$ cat src/rtl/tl_tx_arbiter_pkg.sv
// Shared types and helpers for the transaction-layer Tx egress arbiter.
// Header layout follows the PCIe 4DW memory request, DW0 in the low 32 bits.
package tl_tx_arbiter_pkg;

  localparam logic [2:0] FMT_4DW_NODATA = 3'b001;
  localparam logic [2:0] FMT_4DW_DATA   = 3'b011;

  localparam int FC_PH_W  = 8;
  localparam int FC_PD_W  = 12;
  localparam int FC_NPH_W = 8;

  typedef enum logic [1:0] {
    IDLE,
    P_HDR,
    P_DATA,
    NP_HDR
  } tx_arb_state_t;

  typedef struct packed {
    logic [31:0] addr_l;
    logic [31:0] addr_h;
    logic [15:0] req_id;
    logic [7:0]  tag;
    logic [3:0]  last_be;
    logic [3:0]  first_be;
    logic [2:0]  fmt;
    logic [4:0]  typ;
    logic        t9;
    logic [2:0]  tc;
    logic        t8;
    logic        attr2;
    logic        ln;
    logic        th;
    logic        td;
    logic        ep;
    logic [1:0]  attr;
    logic [1:0]  at;
    logic [1:0]  length_h;
    logic [7:0]  length_l;
  } tlp_memory_req_hdr_t;

  // A length field of zero encodes the maximum payload of 1024 DW.
  function automatic logic [10:0] len_dw(input logic [9:0] len);
    return (len == 10'd0) ? 11'd1024 : {1'b0, len};
  endfunction

  function automatic logic [8:0] pd_need(input logic [9:0] len);
    return 9'((len_dw(len) + 11'd3) >> 2);
  endfunction

  function automatic logic [7:0] data_beats(input logic [9:0] len);
    return 8'((len_dw(len) + 11'd7) >> 3);
  endfunction

endpackage

$ cat src/rtl/tl_tx_arbiter_fc_credit_cnt.sv
// One flow-control credit class: consumed counter plus the availability check
// against the DLL limit, modulo 2^N.
module tl_fc_credit_cnt #(
  parameter int N = 8
) (
  input  logic         clk,
  input  logic         rst_n,
  input  logic [N-1:0] limit,
  input  logic [N-1:0] need,
  input  logic         consume,
  input  logic [N-1:0] amount,
  output logic         eligible
);

  localparam logic [N-1:0] HALF = {1'b1, {(N-1){1'b0}}};

  logic [N-1:0] cons_q;
  logic [N-1:0] avail;

  always_ff @(posedge clk) begin
    if (!rst_n) begin
      cons_q <= '0;
    end else if (consume) begin
      cons_q <= cons_q + amount;
    end
  end

  // Anything above half-range means the limit is behind us, not ahead.
  assign avail    = limit - cons_q;
  assign eligible = (avail != '0) && (need <= avail) && (avail <= HALF);

endmodule

$ cat src/rtl/tl_tx_arbiter.sv
// Tx egress arbiter: drains P header/data and NP header FIFOs into a single
// 256-bit TLP stream, gated on PH/PD/NPH credits with NP never passing P.
module tl_tx_arbiter
  import tl_tx_arbiter_pkg::*;
#(
  parameter int TX_DEPTH_LG2 = 3,
  parameter int PH_W         = FC_PH_W,
  parameter int PD_W         = FC_PD_W,
  parameter int NPH_W        = FC_NPH_W
) (
  input  logic                    clk,
  input  logic                    rst_n,
  input  logic                    p_hdr_empty_i,
  input  logic [127:0]            p_hdr_rdata_i,
  output logic                    p_hdr_rden_o,
  input  logic                    p_data_empty_i,
  input  logic [255:0]            p_data_rdata_i,
  output logic                    p_data_rden_o,
  input  logic [TX_DEPTH_LG2-1:0] p_payload_cnt_i,
  output logic                    p_sent_o,
  input  logic                    np_hdr_empty_i,
  input  logic [127:0]            np_hdr_rdata_i,
  output logic                    np_hdr_rden_o,
  input  logic [PH_W-1:0]         fc_ph_limit_i,
  input  logic [PD_W-1:0]         fc_pd_limit_i,
  input  logic [NPH_W-1:0]        fc_nph_limit_i,
  output logic                    tlp_valid_o,
  output logic [255:0]            tlp_data_o,
  output logic                    tlp_sop_o,
  output logic                    tlp_eop_o,
  input  logic                    tlp_ready_i
);

  localparam logic [PH_W-1:0]  PH_ONE  = {{(PH_W-1){1'b0}}, 1'b1};
  localparam logic [NPH_W-1:0] NPH_ONE = {{(NPH_W-1){1'b0}}, 1'b1};

  tx_arb_state_t       state_q, state_d;
  logic [7:0]          beat_q, beat_d;
  tlp_memory_req_hdr_t p_hdr;
  logic [9:0]          p_len;
  logic [7:0]          p_beats;
  logic [PD_W-1:0]     pd_need_w;
  logic                ph_ok, pd_ok, nph_ok;
  logic                p_elig, np_elig;
  logic                p_consume, np_consume;

  assign p_hdr     = tlp_memory_req_hdr_t'(p_hdr_rdata_i);
  assign p_len     = {p_hdr.length_h, p_hdr.length_l};
  assign pd_need_w = {{(PD_W-9){1'b0}}, pd_need(p_len)};
  assign p_beats   = data_beats(p_len);

  tl_fc_credit_cnt #(.N(PH_W)) u_ph_cnt (
    .clk      (clk),
    .rst_n    (rst_n),
    .limit    (fc_ph_limit_i),
    .need     (PH_ONE),
    .consume  (p_consume),
    .amount   (PH_ONE),
    .eligible (ph_ok)
  );

  tl_fc_credit_cnt #(.N(PD_W)) u_pd_cnt (
    .clk      (clk),
    .rst_n    (rst_n),
    .limit    (fc_pd_limit_i),
    .need     (pd_need_w),
    .consume  (p_consume),
    .amount   (pd_need_w),
    .eligible (pd_ok)
  );

  tl_fc_credit_cnt #(.N(NPH_W)) u_nph_cnt (
    .clk      (clk),
    .rst_n    (rst_n),
    .limit    (fc_nph_limit_i),
    .need     (NPH_ONE),
    .consume  (np_consume),
    .amount   (NPH_ONE),
    .eligible (nph_ok)
  );

  // A pending P header blocks NP even when that P is itself credit-starved.
  assign p_elig  = !p_hdr_empty_i && (p_payload_cnt_i != '0) && ph_ok && pd_ok;
  assign np_elig = !np_hdr_empty_i && p_hdr_empty_i && nph_ok;

  always_ff @(posedge clk) begin
    if (!rst_n) begin
      state_q <= IDLE;
      beat_q  <= '0;
    end else begin
      state_q <= state_d;
      beat_q  <= beat_d;
    end
  end

  always_comb begin
    state_d       = state_q;
    beat_d        = beat_q;
    p_consume     = 1'b0;
    np_consume    = 1'b0;
    p_hdr_rden_o  = 1'b0;
    p_data_rden_o = 1'b0;
    np_hdr_rden_o = 1'b0;
    p_sent_o      = 1'b0;
    tlp_valid_o   = 1'b0;
    tlp_data_o    = '0;
    tlp_sop_o     = 1'b0;
    tlp_eop_o     = 1'b0;
    case (state_q)
      IDLE: begin
        if (p_elig) begin
          state_d = P_HDR;
        end else if (np_elig) begin
          state_d = NP_HDR;
        end
      end
      P_HDR: begin
        tlp_valid_o = 1'b1;
        tlp_sop_o   = 1'b1;
        tlp_data_o  = {128'b0, p_hdr};
        if (tlp_ready_i) begin
          p_hdr_rden_o = 1'b1;
          p_consume    = 1'b1;
          beat_d       = p_beats - 8'd1;
          state_d      = P_DATA;
        end
      end
      P_DATA: begin
        tlp_valid_o = !p_data_empty_i;
        tlp_data_o  = p_data_rdata_i;
        tlp_eop_o   = (beat_q == 8'd0);
        if (!p_data_empty_i && tlp_ready_i) begin
          p_data_rden_o = 1'b1;
          if (beat_q == 8'd0) begin
            p_sent_o = 1'b1;
            state_d  = IDLE;
          end else begin
            beat_d = beat_q - 8'd1;
          end
        end
      end
      NP_HDR: begin
        tlp_valid_o = 1'b1;
        tlp_sop_o   = 1'b1;
        tlp_eop_o   = 1'b1;
        tlp_data_o  = {128'b0, np_hdr_rdata_i};
        if (tlp_ready_i) begin
          np_hdr_rden_o = 1'b1;
          np_consume    = 1'b1;
          state_d       = IDLE;
        end
      end
      default: state_d = IDLE;
    endcase
  end

endmodule

$ cat config.mk
export PLATFORM = sky130hd
export DESIGN_NAME = tl_tx_arbiter
export DESIGN_NICKNAME = d
export VERILOG_FILES = /design/src/rtl/tl_tx_arbiter_pkg.sv /design/src/rtl/tl_tx_arbiter_fc_credit_cnt.sv /design/src/rtl/tl_tx_arbiter.sv
export SDC_FILE = /design/constraint.sdc
export NUM_CORES = 1
export LEC_CHECK = 0
export CORE_AREA = 2 2 318 320
export CTS_CLUSTER_SIZE = 40
export DETAILED_ROUTE_END_ITERATION = 16
export DIE_AREA = 0 0 320 322
export GPL_ROUTABILITY_DRIVEN = 0
export SLEW_MARGIN = 20
export SYNTH_ARGS = -nofsm -noshare
export SYNTH_HDL_FRONTEND = slang
export SYNTH_HIERARCHICAL = 1
export SYNTH_SLANG_ARGS = --single-unit
$ cat constraint.sdc
create_clock -name clk -period 11.8 [get_ports clk]
set_clock_uncertainty 0.1 [all_clocks]
set_input_delay 2.95 -clock clk [delete_from_list [all_inputs] [get_ports clk]]
set_output_delay 2.95 -clock clk [all_outputs]
set_load 0.1 [all_outputs]
**After elaboration in Yosys (flattened, before gate mapping)**

Cells that the tools add are included.

- Equal/unequal tests: 9
- Reductions and logical operators: 26
- Order comparisons: 6
- Multipliers: 0
- Shifts and indexed selects: 0
- Add/sub/neg operators: 10
- Mux-type cells: 24
- Divide/modulo/power cells: 0
- Bitwise logic cells: 0

Operator list:

| operator | count |
|---|---|
| 256-bit one-hot mux with 3 select lines | 1 |
| 8-bit two-way mux | 3 |
| 8-bit by 1-bit adder with 8-bit output, second input constant | 2 |
| 1-bit by 8-bit less-or-equal comparator with 1-bit output, first input constant | 2 |
| 8-bit less-or-equal comparator, second input constant | 2 |
| 8-bit one-hot mux with 2 select lines | 1 |
| 8-bit nonzero test | 2 |
| 8-bit by 1-bit subtractor with 8-bit output, second input constant | 2 |
| 8-bit subtractor | 2 |
| 12-bit by 9-bit adder with 12-bit output | 1 |
| 12-bit less-or-equal comparator, second input constant | 1 |
| 9-bit by 12-bit less-or-equal comparator with 1-bit output | 1 |
| 1-bit logical AND | 12 |
| 2-bit two-way mux | 6 |
| 12-bit nonzero test | 1 |
| 12-bit subtractor | 1 |
| 11-bit by 2-bit adder with 11-bit output, second input constant | 1 |
| 11-bit by 3-bit adder with 11-bit output, second input constant | 1 |
| 11-bit two-way mux | 1 |
| 10-bit logical NOT | 1 |
| 2-bit != test, second input constant | 5 |
| 1-bit two-way mux | 9 |
| 8-bit logical NOT | 1 |
| 2-bit one-hot mux with 4 select lines | 1 |
| other kinds (11) | 15 |

- Word-level logic and storage cells: 80
- Flip-flop bits (word level): 38
- Bits in read-only memories: 0
- Input port bits: 549
- RAM bits: 0
- Output and inout port bits: 263
- Latch bits: 0
- Memories: 0

**Depth between registers and ports, before layout**

- Depth in word-level cells: 9
- Gate-level depth with buffers: 21
- Mapped depth without buffers: 21

**Cells and area by module**

Netlist, hierarchy kept.

Modules (own cells, without submodules):

| module | cells an instance | times used | sequential area each (sq um) | area an instance (sq um) |
|---|---|---|---|---|
| tl_tx_arbiter | 580 | 1 | 200.2 | 4625.7 |
| tl_fc_credit_cnt at u_nph_cnt ... | 142 | 2 | 160.2 | 1162.4 |
| tl_fc_credit_cnt at u_pd_cnt | 241 | 1 | 240.2 | 1925.6 |

**Worst setup path before layout**

No wires, ideal clock.

- Kind: input port to output port
- From: in tlp_ready_i
- To: out p_sent_o
- Buffers on the path: 0
- Setup slack: 3.981 ns
- Arrival time: 4.769 ns
- Stages on the path: 3
- Required time: 8.750 ns
- Cell sequence: nor2b_1 and2_1 and3_1

- Longest elaborated chain between the ends: 3

RTL lines:

| item | line | source |
|---|---|---|
| start, declared | tl_tx_arbiter.sv:31 | `input logic tlp_ready_i` |
| 1-bit logical AND | tl_tx_arbiter.sv:132 | `if (!p_data_empty_i && tlp_ready_i) begin` |
| 1-bit two-way mux | tl_tx_arbiter.sv:132 |  |
| 1-bit two-way mux | tl_tx_arbiter.sv:109 | `case (state_q)` |
| end, declared | tl_tx_arbiter.sv:20 | `output logic p_sent_o,` |

No other way between the ends.

**Worst setup path after layout**

- From: in p_hdr_rdata_i[3]
- To: out tlp_data_o[3]

- Longest elaborated chain between the ends: 1

RTL lines:

| item | line | source |
|---|---|---|
| start, declared | tl_tx_arbiter.sv:14 | `input logic [127:0] p_hdr_rdata_i,` |
| 256-bit one-hot mux with 3 select lines | tl_tx_arbiter.sv:109 |  |
| end, declared | tl_tx_arbiter.sv:28 | `output logic [255:0] tlp_data_o,` |

No other way between the ends.

==> run metrics <==
run status finished clean; Hold WC Path Type reg -> reg; Avg WL per Cell 34.0 um; vias in the first global route 12,100; maxcap violations 0; Leakage approximately 7 nW; gate count of the mapped netlist between 1,000 and 1,500; gr ovfl total 0; fmax 111 MHz; startpoint types input pin; post-synth top area cell mux2_2; CTS buffer count 5; Yosys reg bits 38; Fin Hold WS 0.396 ns; total wire length 110,000 um; worst slew pin tran between 1 and 1.5 ns; first-pass GRT wire length 134,000 um; placed wire-length estimate 101,000 um; Post-CTS Setup Repair Bufs 0; Cell Rows 116; Setup-failing EPs final 0; Synth cell types just under 80; Syn Std Cell Area just under 0.009 mm^2; post-cts sizing count 0; hold buffers post-CTS 0; Ports slightly above 800; DRC 0; Placeable Area 0.0996 mm^2; post-synth top area share 0.161; Max VDD drop 92.3 uV; total track usage 0.204; critical path's largest stage delay ~1.1 ns; Clock transition at path regs 0.07 ns; most common cell after layout, fill and taps aside clkdlybuf4s50_1; Total Power 0.00237 W; largest net degree at the start of global routing around 150; worst skew pair latency 0.30 ns; share of layout cells above drive strength 1 0.173; Clock Path Buffers 2; CP required 8.75 ns; Worst path slowest cell clkdlybuf4s50_1; post-layout net count 2,533; TritonCTS Sinks 38; clk root buf clkbuf_16; antenna violations before repair approximately 160; top_reg_cell synth dfxtp_1; Final Hold Fails 0; Top cell by count, worst path clkdlybuf4s50_1; asr flop ratio synth 0; 1st-iter DRT viols 554; Area contributors post-synth mux2_2 16%, a22o_1 13%, ha_1 11%, and2_1 9.6%, dfxtp_1 8.6%; worst-path cell chain clkdlybuf4s50_1, clkinv_1, o21ai_0, a22o_1, clkdlybuf4s50_1; leading cell types in the layout, fill and taps excluded 666 x clkdlybuf4s50_1, 142 x buf_4, 136 x and2_1; CTS tree yes; sequential cell area fraction in the yosys report 0.0857; area grow syn2layout 108%; Avg Cell Area, Syn approximately 8 um^2; htree depth 2; final slew viol count 0; Cell Pwr Density around 130 mW/mm^2; Rel. slew slack 0.172; EDFF count, synth 0; port bufs 811; Final ANT Viol Nets 0; RSZ-0062 raised after global routing no; crit share post-route 0.763; Starting Density 0.0891; Die Y 322 um; CP Class in -> out; crit-path max FO 8; minimum clock period 9.01 ns; yosys warns 6; DRT Pass-1 Iters 5; Worst Setup End Kind output pin; die area 0.103 mm^2; WP data arrival 5.96 ns; die width approximately 320 um; via density per instance 3.91; Setup TNS Final 0 ns; via count approximately 13,000
## state kept, by name (all words and copies together) (netlist names)
name and cells:
u_ph_cnt/cons_q 8, u_pd_cnt/cons_q 12, state_q 2, beat_q 8, u_nph_cnt/cons_q 8
## routing by layer
| metal | wire length (um) | vias up | global-route usage |
|---|---|---|---|
| met2 | 49800 | 736 | 0.344 |
| met1 | 39000 | 5801 | 0.215 |
| met3 | 15900 | 302 | 0.125 |
| met5 | 771 | - | 0 |
| met4 | 4240 | 126 | 0.0504 |
| li1 | - | 5616 | - |
## final timing paths
path / startpoint / endpoint / slack (ns) / cells past startpoint
setup / recovery: p_hdr_rdata_i[3] / tlp_data_o[3] / 2.79 / 5
hold / removal: u_pd_cnt/cons_q[10]$_SDFFE_PN0P_ / u_pd_cnt/cons_q[10]$_SDFFE_PN0P_ / 0.40 / 2
setup reg to reg: u_pd_cnt/cons_q[2]$_SDFFE_PN0P_ / state_q[1]$_SDFFE_PN0P_ / 7.34 / 19
hold reg to reg: u_pd_cnt/cons_q[10]$_SDFFE_PN0P_ / u_pd_cnt/cons_q[10]$_SDFFE_PN0P_ / 0.40 / 2
## area by class of cell
| cell class | instances | area [um^2] |
|---|---|---|
| tap | 1298 | 1620 |
| antenna | 23 | 57.6 |
| clock buffer | 6 | 139 |
| sequential | 38 | 768 |
| clock inverter | 2 | 60.1 |
| timing repair buffer | 819 | 7860 |
| inverter | 65 | 244 |
| fill | 11200 | 81100 |
| multi-input combinational | 970 | 7700 |
## worst max-delay path: cells and delay by family
kind | cells | cell delay (ns)
buffers and inverters | 3 | 2.02
AOI/OAI and AO/OA | 2 | 0.97
## Yosys cell counts, types with 7 or more instances
cell and instances:
and2_1 136, a22o_1 128, mux2_2 127, ha_1 79, inv_1 64, clkbuf_1 54, o21ai_0 44, nor2_1 40
dfxtp_1 38, nand2_1 37, a21oi_1 34, xnor2_1 29, nor2b_1 22, xor2_1 21, nand3_1 19, mux2i_1 18
buf_1 12, a21o_1 11, nor3_1 11, and3_1 10, nand2b_1 10, nand4_1 10, nor3b_1 10, o21a_1 10
a211oi_2 7, o211ai_1 7, or3_1 7
## where the power goes
part	switching [W]	internal (W)	leakage [nW]
registers	0.0000205	0.000137	0.309
clock network	0.0000613	0.000127	0.0972
logic	0.00144	0.000576	6.71
## cell families after synthesis
family | Yosys count | share of synthesized area
other | 2 | 0.000846
AO/OA/AOI/OAI | 300 | 0.261
XOR/XNOR | 51 | 0.0512
flip-flops | 38 | 0.0857
multiplexers | 146 | 0.184
adder cells (fa/ha/maj) | 85 | 0.125
AND/OR/NAND/NOR | 343 | 0.226
buffers and inverters | 140 | 0.0670
## stage by stage
stage,worst slack (ns),cells,cell area [um^2],util
floorplan,3.98,1148,9040,-
global placement,2.67,3190,18200,0.183
detailed placement,2.68,3190,18200,0.183
CTS,2.68,3198,18400,0.185
global route,2.62,3203,18400,0.185
finish,2.79,3221,18500,0.185
Note: power is estimated with default switching activity, not from simulation.
